[src/rtl/instr_cache_responder.sv]
// Direct-mapped I-cache: hit returns the word 1 cycle later, miss refills a line (4 handshakes + 2 cycles).
// Backpressure: stall holds the IF stage during miss/bypass; memory throttles through mem_ready.
module instr_cache_responder #(
    parameter int INDEX_BITS  = 4,
    parameter int OFFSET_BITS = 2
) (
    input  logic        clk,
    input  logic        reset,
    input  logic        cache_enable,
    input  logic        invalidate,
    input  logic        fetch_req,
    input  logic [31:0] fetch_addr,
    output logic        fetch_valid,
    output logic [31:0] fetch_instr,
    output logic        stall,
    output logic        mem_req,
    output logic [31:0] mem_addr,
    input  logic        mem_ready,
    input  logic [31:0] mem_data
);
    localparam int TAG_BITS = 32 - 2 - INDEX_BITS - OFFSET_BITS;
    localparam int LINES    = 1 << INDEX_BITS;
    localparam int WORDS    = 1 << OFFSET_BITS;
    localparam logic [OFFSET_BITS-1:0] LAST_WORD = '1;

    typedef enum logic [1:0] {IDLE, REFILL, BYPASS, RESPOND} state_t;

    state_t                 state;
    logic [OFFSET_BITS-1:0] cnt;
    logic [TAG_BITS-1:0]    l_tag;
    logic [INDEX_BITS-1:0]  l_idx;
    logic [OFFSET_BITS-1:0] l_off;
    logic                   inv_seen;
    logic [31:0]            resp_q;
    logic [LINES-1:0]       valid;

    logic [31:0]         data_mem [LINES][WORDS];
    logic [TAG_BITS-1:0] tag_mem  [LINES];

    logic [OFFSET_BITS-1:0] req_off;
    logic [INDEX_BITS-1:0]  req_idx;
    logic [TAG_BITS-1:0]    req_tag;
    logic                   hit;
    logic [31:0]            rd_word;
    logic                   refill_accept;
    logic                   unused_addr_bits;

    assign req_off = fetch_addr[OFFSET_BITS+1:2];
    assign req_idx = fetch_addr[OFFSET_BITS+2 +: INDEX_BITS];
    assign req_tag = fetch_addr[31 -: TAG_BITS];
    assign unused_addr_bits = ^fetch_addr[1:0];

    assign hit     = valid[req_idx] && (tag_mem[req_idx] == req_tag);
    assign rd_word = data_mem[req_idx][req_off];

    assign refill_accept = (state == REFILL) && mem_req && mem_ready;

    // Miss detection must stop the PC in the same cycle, so stall is not registered.
    assign stall = !reset &&
                   (((state == IDLE) && fetch_req && (!cache_enable || !hit)) ||
                    (state == REFILL) || (state == BYPASS));

    always_ff @(posedge clk) begin
        if (!reset && refill_accept) begin
            data_mem[l_idx][cnt] <= mem_data;
            if (cnt == LAST_WORD) begin
                tag_mem[l_idx] <= l_tag;
            end
        end
    end

    always_ff @(posedge clk) begin
        if (reset) begin
            state       <= IDLE;
            fetch_valid <= 1'b0;
            fetch_instr <= '0;
            mem_req     <= 1'b0;
            mem_addr    <= '0;
            valid       <= '0;
            cnt         <= '0;
            l_tag       <= '0;
            l_idx       <= '0;
            l_off       <= '0;
            inv_seen    <= 1'b0;
            resp_q      <= '0;
        end else begin
            if (invalidate) begin
                valid <= '0;
            end
            case (state)
                IDLE: begin
                    fetch_valid <= 1'b0;
                    if (fetch_req) begin
                        if (!cache_enable) begin
                            state    <= BYPASS;
                            mem_req  <= 1'b1;
                            mem_addr <= {fetch_addr[31:2], 2'b00};
                        end else if (hit) begin
                            fetch_valid <= 1'b1;
                            fetch_instr <= rd_word;
                        end else begin
                            state    <= REFILL;
                            l_tag    <= req_tag;
                            l_idx    <= req_idx;
                            l_off    <= req_off;
                            cnt      <= '0;
                            inv_seen <= invalidate;
                            mem_req  <= 1'b1;
                            mem_addr <= {req_tag, req_idx, {OFFSET_BITS{1'b0}}, 2'b00};
                        end
                    end
                end
                REFILL: begin
                    if (invalidate) begin
                        inv_seen <= 1'b1;
                    end
                    if (mem_req && mem_ready) begin
                        // One idle cycle on mem_req after every accepted word.
                        mem_req <= 1'b0;
                        cnt     <= cnt + 1'b1;
                        if (cnt == l_off) begin
                            resp_q <= mem_data;
                        end
                        if (cnt == LAST_WORD) begin
                            state       <= RESPOND;
                            fetch_valid <= 1'b1;
                            fetch_instr <= (cnt == l_off) ? mem_data : resp_q;
                            if (!inv_seen && !invalidate) begin
                                valid[l_idx] <= 1'b1;
                            end
                        end
                    end else if (!mem_req) begin
                        mem_req  <= 1'b1;
                        mem_addr <= {l_tag, l_idx, cnt, 2'b00};
                    end
                end
                BYPASS: begin
                    if (mem_ready) begin
                        mem_req     <= 1'b0;
                        fetch_valid <= 1'b1;
                        fetch_instr <= mem_data;
                        state       <= RESPOND;
                    end
                end
                RESPOND: begin
                    fetch_valid <= 1'b0;
                    state       <= IDLE;
                end
                default: state <= IDLE;
            endcase
        end
    end
endmodule

[config.mk]
export PLATFORM = sky130hd
export DESIGN_NAME = instr_cache_responder
export DESIGN_NICKNAME = d
export VERILOG_FILES = /design/src/rtl/instr_cache_responder.sv
export SDC_FILE = /design/constraint.sdc
export NUM_CORES = 2
export LEC_CHECK = 0
export ABC_AREA = 1
export ABC_CLOCK_PERIOD_IN_PS = 5850
export BUFFER_PORTS_ARGS = -buffer_cell sky130_fd_sc_hd__buf_2
export CAP_MARGIN = 15
export CORE_MARGIN = 4
export CORE_UTILIZATION = 58
export CTS_BUF_LIST = sky130_fd_sc_hd__clkbuf_8
export DETAILED_ROUTE_END_ITERATION = 12
export HOLD_SLACK_MARGIN = 0.02
export PLACE_DENSITY_LB_ADDON = 0.3
export SYNTH_ARGS = -nofsm -noshare
export SYNTH_HDL_FRONTEND = slang
export SYNTH_SLANG_ARGS = --single-unit
[constraint.sdc]
create_clock -name clk -period 5.85 [get_ports clk]
set_input_delay 0.585 -clock clk [delete_from_list [all_inputs] [get_ports clk]]
set_output_delay 0.585 -clock clk [all_outputs]
set_load 0.005 [all_outputs]
==> flow_summary.ini <==
[die]
initial_utilization = 0.585
die_area_um2 = 185000
die_w_um = 430
boundaryPins = 137
die_h_um = 430
coreArea_um2 = 177000
floorplan.rows = 154

[routing]
detail-route-antenna-nets = 0
dr.pass1.iters = 8
drt-initial-drc-count = 10400
vias = 71900
wl_um = 295000
drc = 0
viasPerCell = 6.34
wl_per_cell_um = 26.0

[synthesis]
netlist_area_um2 = 103000
avgSynthCellArea_um2 = 12.2
synth_edf_count = 2432
synth_ff_type = edfxtp_1
yosysSeqAreaShare = 0.736
ys_warn_count = 0
synthArstFlopShare = 0
synth.ff_latch_count = 2579
synth_cell_types = 39
synthCells = 8484

[clock_network]
clkTransAtPathRegs_ns = 0.06
clockRootBuffer = clkbuf_8
cts_setup_buffers = 0
clk_latency_ns = 1.07
clock_sinks = 2579
clockBufferDepth = 4
cts_max_level = 5
cts_tree = done
cts_buffers = 406

[placed_design]
portBuffers = 132
gp_congestion = 0.886
post-dp-hpwl_um = 156000

[cells_and_area]
multi_input_area_um2 = 24400
drive_above_1_share = 0.104
seqCellArea_um2 = 76000
area_growth_syn_to_layout_pct = 10.7
fillers = 12700
final_nets = 8756

[global_routing]
grtUsageTotal = 0.312
grt_first_pass_wirelength_um = 429000
grt_pass1_vias = 68100
grt-ovfl-total = 0
grt_max_degree = 228
antenna_found_initial = 9

[worst_setup_path]
crit_arrival_ns = 3.65
path_common_cell = nand3_1
crit_path_end_kind = output pin
crit_path_start_kind = input pin
cp_max_fo = 86
slowest_stage = buf_4
slowest_delay_ns = 0.74
ff2ff_path_depth = 10
timing.rr.end = data_mem[2][122]
r2r_setup_slack_ns = 1.96
critPathBufInv = 3
cp.required_ns = 5.27
cp_top_family = buffers and inverters
path_class = input pin to output pin
path_cells = buf_8 > buf_4 > o21ai_0 > nand2_1 > nand2_1 > nand2_1 > nand3_1 > nand3_1 > nand2_1 > nor2_1 > nand3_1 > nor2_4 > nand3_1 > nand3_1 > a31oi_1 > buf_2
r2r_start = mem_req

[sta]
drv_slew = 0
fin_skew_ns = 0.0980
rsz0062_at_grt = no
finalCriticalPeriod_ns = 4.23
period_share = 0.724
max_freq_mhz = 236
setup-tns-final_ns = 0
setup_viol = 0
relSlewSlack = 0.181
worst_pin_slew_ns = 1.22
final_hold_viol_count = 0

[power]
fin_total_pwr_w = 0.0390
power.density_nw_per_um2 = 341
p_leak_nw = 38.7
ir_drop_uv = 259

[worst_hold_path]
hold_depth = 1
whs_endpoint = data_mem[6][25]
hp-class = input pin to flop
min_from = mem_data[25]

[flow_run]
drv_cap = 0

[outcome]
outcome = complete, no violations
kinds of logic (layout without fill, tap and decap cells):
group                      Yosys count  count (layout)  synth area share
other                                1              11         0.0000363
adders and majority gates            9               9           0.00109
and+or+nand+nor                   2976            2976             0.115
buffers and inverters              813            1308            0.0333
AOI/OAI and AO/OA                 2087            2087             0.113
DFF                               2579            2579             0.736
muxes                               19              19           0.00201
state kept, by name (all words and copies together), names as in the netlist, 2 cells and up:
| name | cells |
|---|---|
| data_mem | 2048 |
| tag_mem | 384 |
| fetch_instr | 32 |
| resp_q | 32 |
| mem_addr | 30 |
| l_tag | 24 |
| valid | 16 |
| l_idx | 4 |
| cnt | 2 |
| l_off | 2 |
| state | 2 |
metal layers:
layer | GRT usage | vias up | part of all wire
met1 | 0.429 | 34800 | 0.37
li1 | - | 31200 | -
met4 | 0.137 | 4 | 0.045
met5 | 0 | - | 0.000088
met3 | 0.0781 | 856 | 0.13
met2 | 0.476 | 4947 | 0.45
power breakdown:
part           switching, W  internal [W]  leakage, nW  total (W)
combinational       0.00344       0.00131         11.3    0.00474
sequential         0.000246        0.0205         23.1     0.0207
clock               0.00676       0.00677         4.19     0.0135
synth_stat cells, drive strengths merged (10+ instances only):
| master | count | area share |
|---|---|---|
| a21oi | 120 | 0.0059 |
| buf | 214 | 0.011 |
| clkbuf | 390 | 0.014 |
| dfxtp | 147 | 0.028 |
| edfxtp | 2432 | 0.71 |
| inv | 208 | 0.0076 |
| mux2 | 14 | 0.0015 |
| nand2 | 1005 | 0.037 |
| nand3 | 460 | 0.022 |
| nand4 | 10 | 0.00075 |
| nor2 | 1479 | 0.054 |
| o211ai | 75 | 0.0055 |
| o21ai | 1305 | 0.063 |
| o221ai | 104 | 0.0088 |
| o22ai | 459 | 0.028 |
| or2 | 19 | 0.0012 |
how the worst max path moves through the flow:
stage,from,end,slack (ns),depth (start not counted)
CTS,fetch_addr[4],stall,1.65,17
floorplan,state[1],data_mem[0][0],1.39,8
finish,fetch_addr[4],stall,1.62,16
global route,fetch_addr[4],stall,1.37,17
global placement,fetch_addr[4],fetch_instr[15],1.51,13
detailed placement,fetch_addr[4],fetch_instr[15],1.45,13
per-stage QoR:
stage          setup WS (ns)  cell area [µm²]  utilization  cells  hold WS (ns)
6_report                1.62           114000        0.647  11300         0.104
2_1_floorplan           1.39           103000            -   8485         0.441
5_1_grt                 1.37           114000        0.647  11300        0.0547
3_5_place_dp            1.45           107000        0.605  10600         0.455
3_3_place_gp            1.51           107000        0.605  10600         0.448
4_1_cts                 1.65           114000        0.647  11300        0.0204
repair_timing:
item,in CTS,in global routing
endpoints found under the hold margin,195,0
hold buffers,40,0
gates resized for setup,0,0
placed cells by master, fill, tap and decap left out, drive strengths merged:
| master | instances |
|---|---|
| a211o | 1 |
| a21oi | 120 |
| a221o | 9 |
| a22oi | 1 |
| a31oi | 9 |
| a32o | 2 |
| buf | 348 |
| bufinv | 1 |
| clkbuf | 430 |
| clkinv | 130 |
| clkinvlp | 3 |
| conb | 2 |
| dfxtp | 147 |
| diode | 9 |
| dlygate4sd3 | 40 |
| edfxtp | 2432 |
| ha | 9 |
| inv | 356 |
| mux2 | 14 |
| mux2i | 5 |
| nand2 | 1005 |
| nand3 | 460 |
| nand3b | 1 |
| nand4 | 10 |
| nor2 | 1479 |
| nor3 | 2 |
| o211ai | 75 |
| o21ai | 1305 |
| o221ai | 104 |
| o22ai | 459 |
| o31ai | 2 |
| or2 | 19 |
area by class of cell:
class / instances / share of cell area
Antenna cell: 9 / 0.000197
Timing Repair Buffer: 388 / 0.0278
Multi-Input combinational cell: 5093 / 0.213
Sequential cell: 2579 / 0.664
Tap cell: 2340 / 0.0256
Clock buffer: 430 / 0.0517
Clock inverter: 281 / 0.00998
Inverter: 209 / 0.00721
Power figures use the tool's default switching activity.
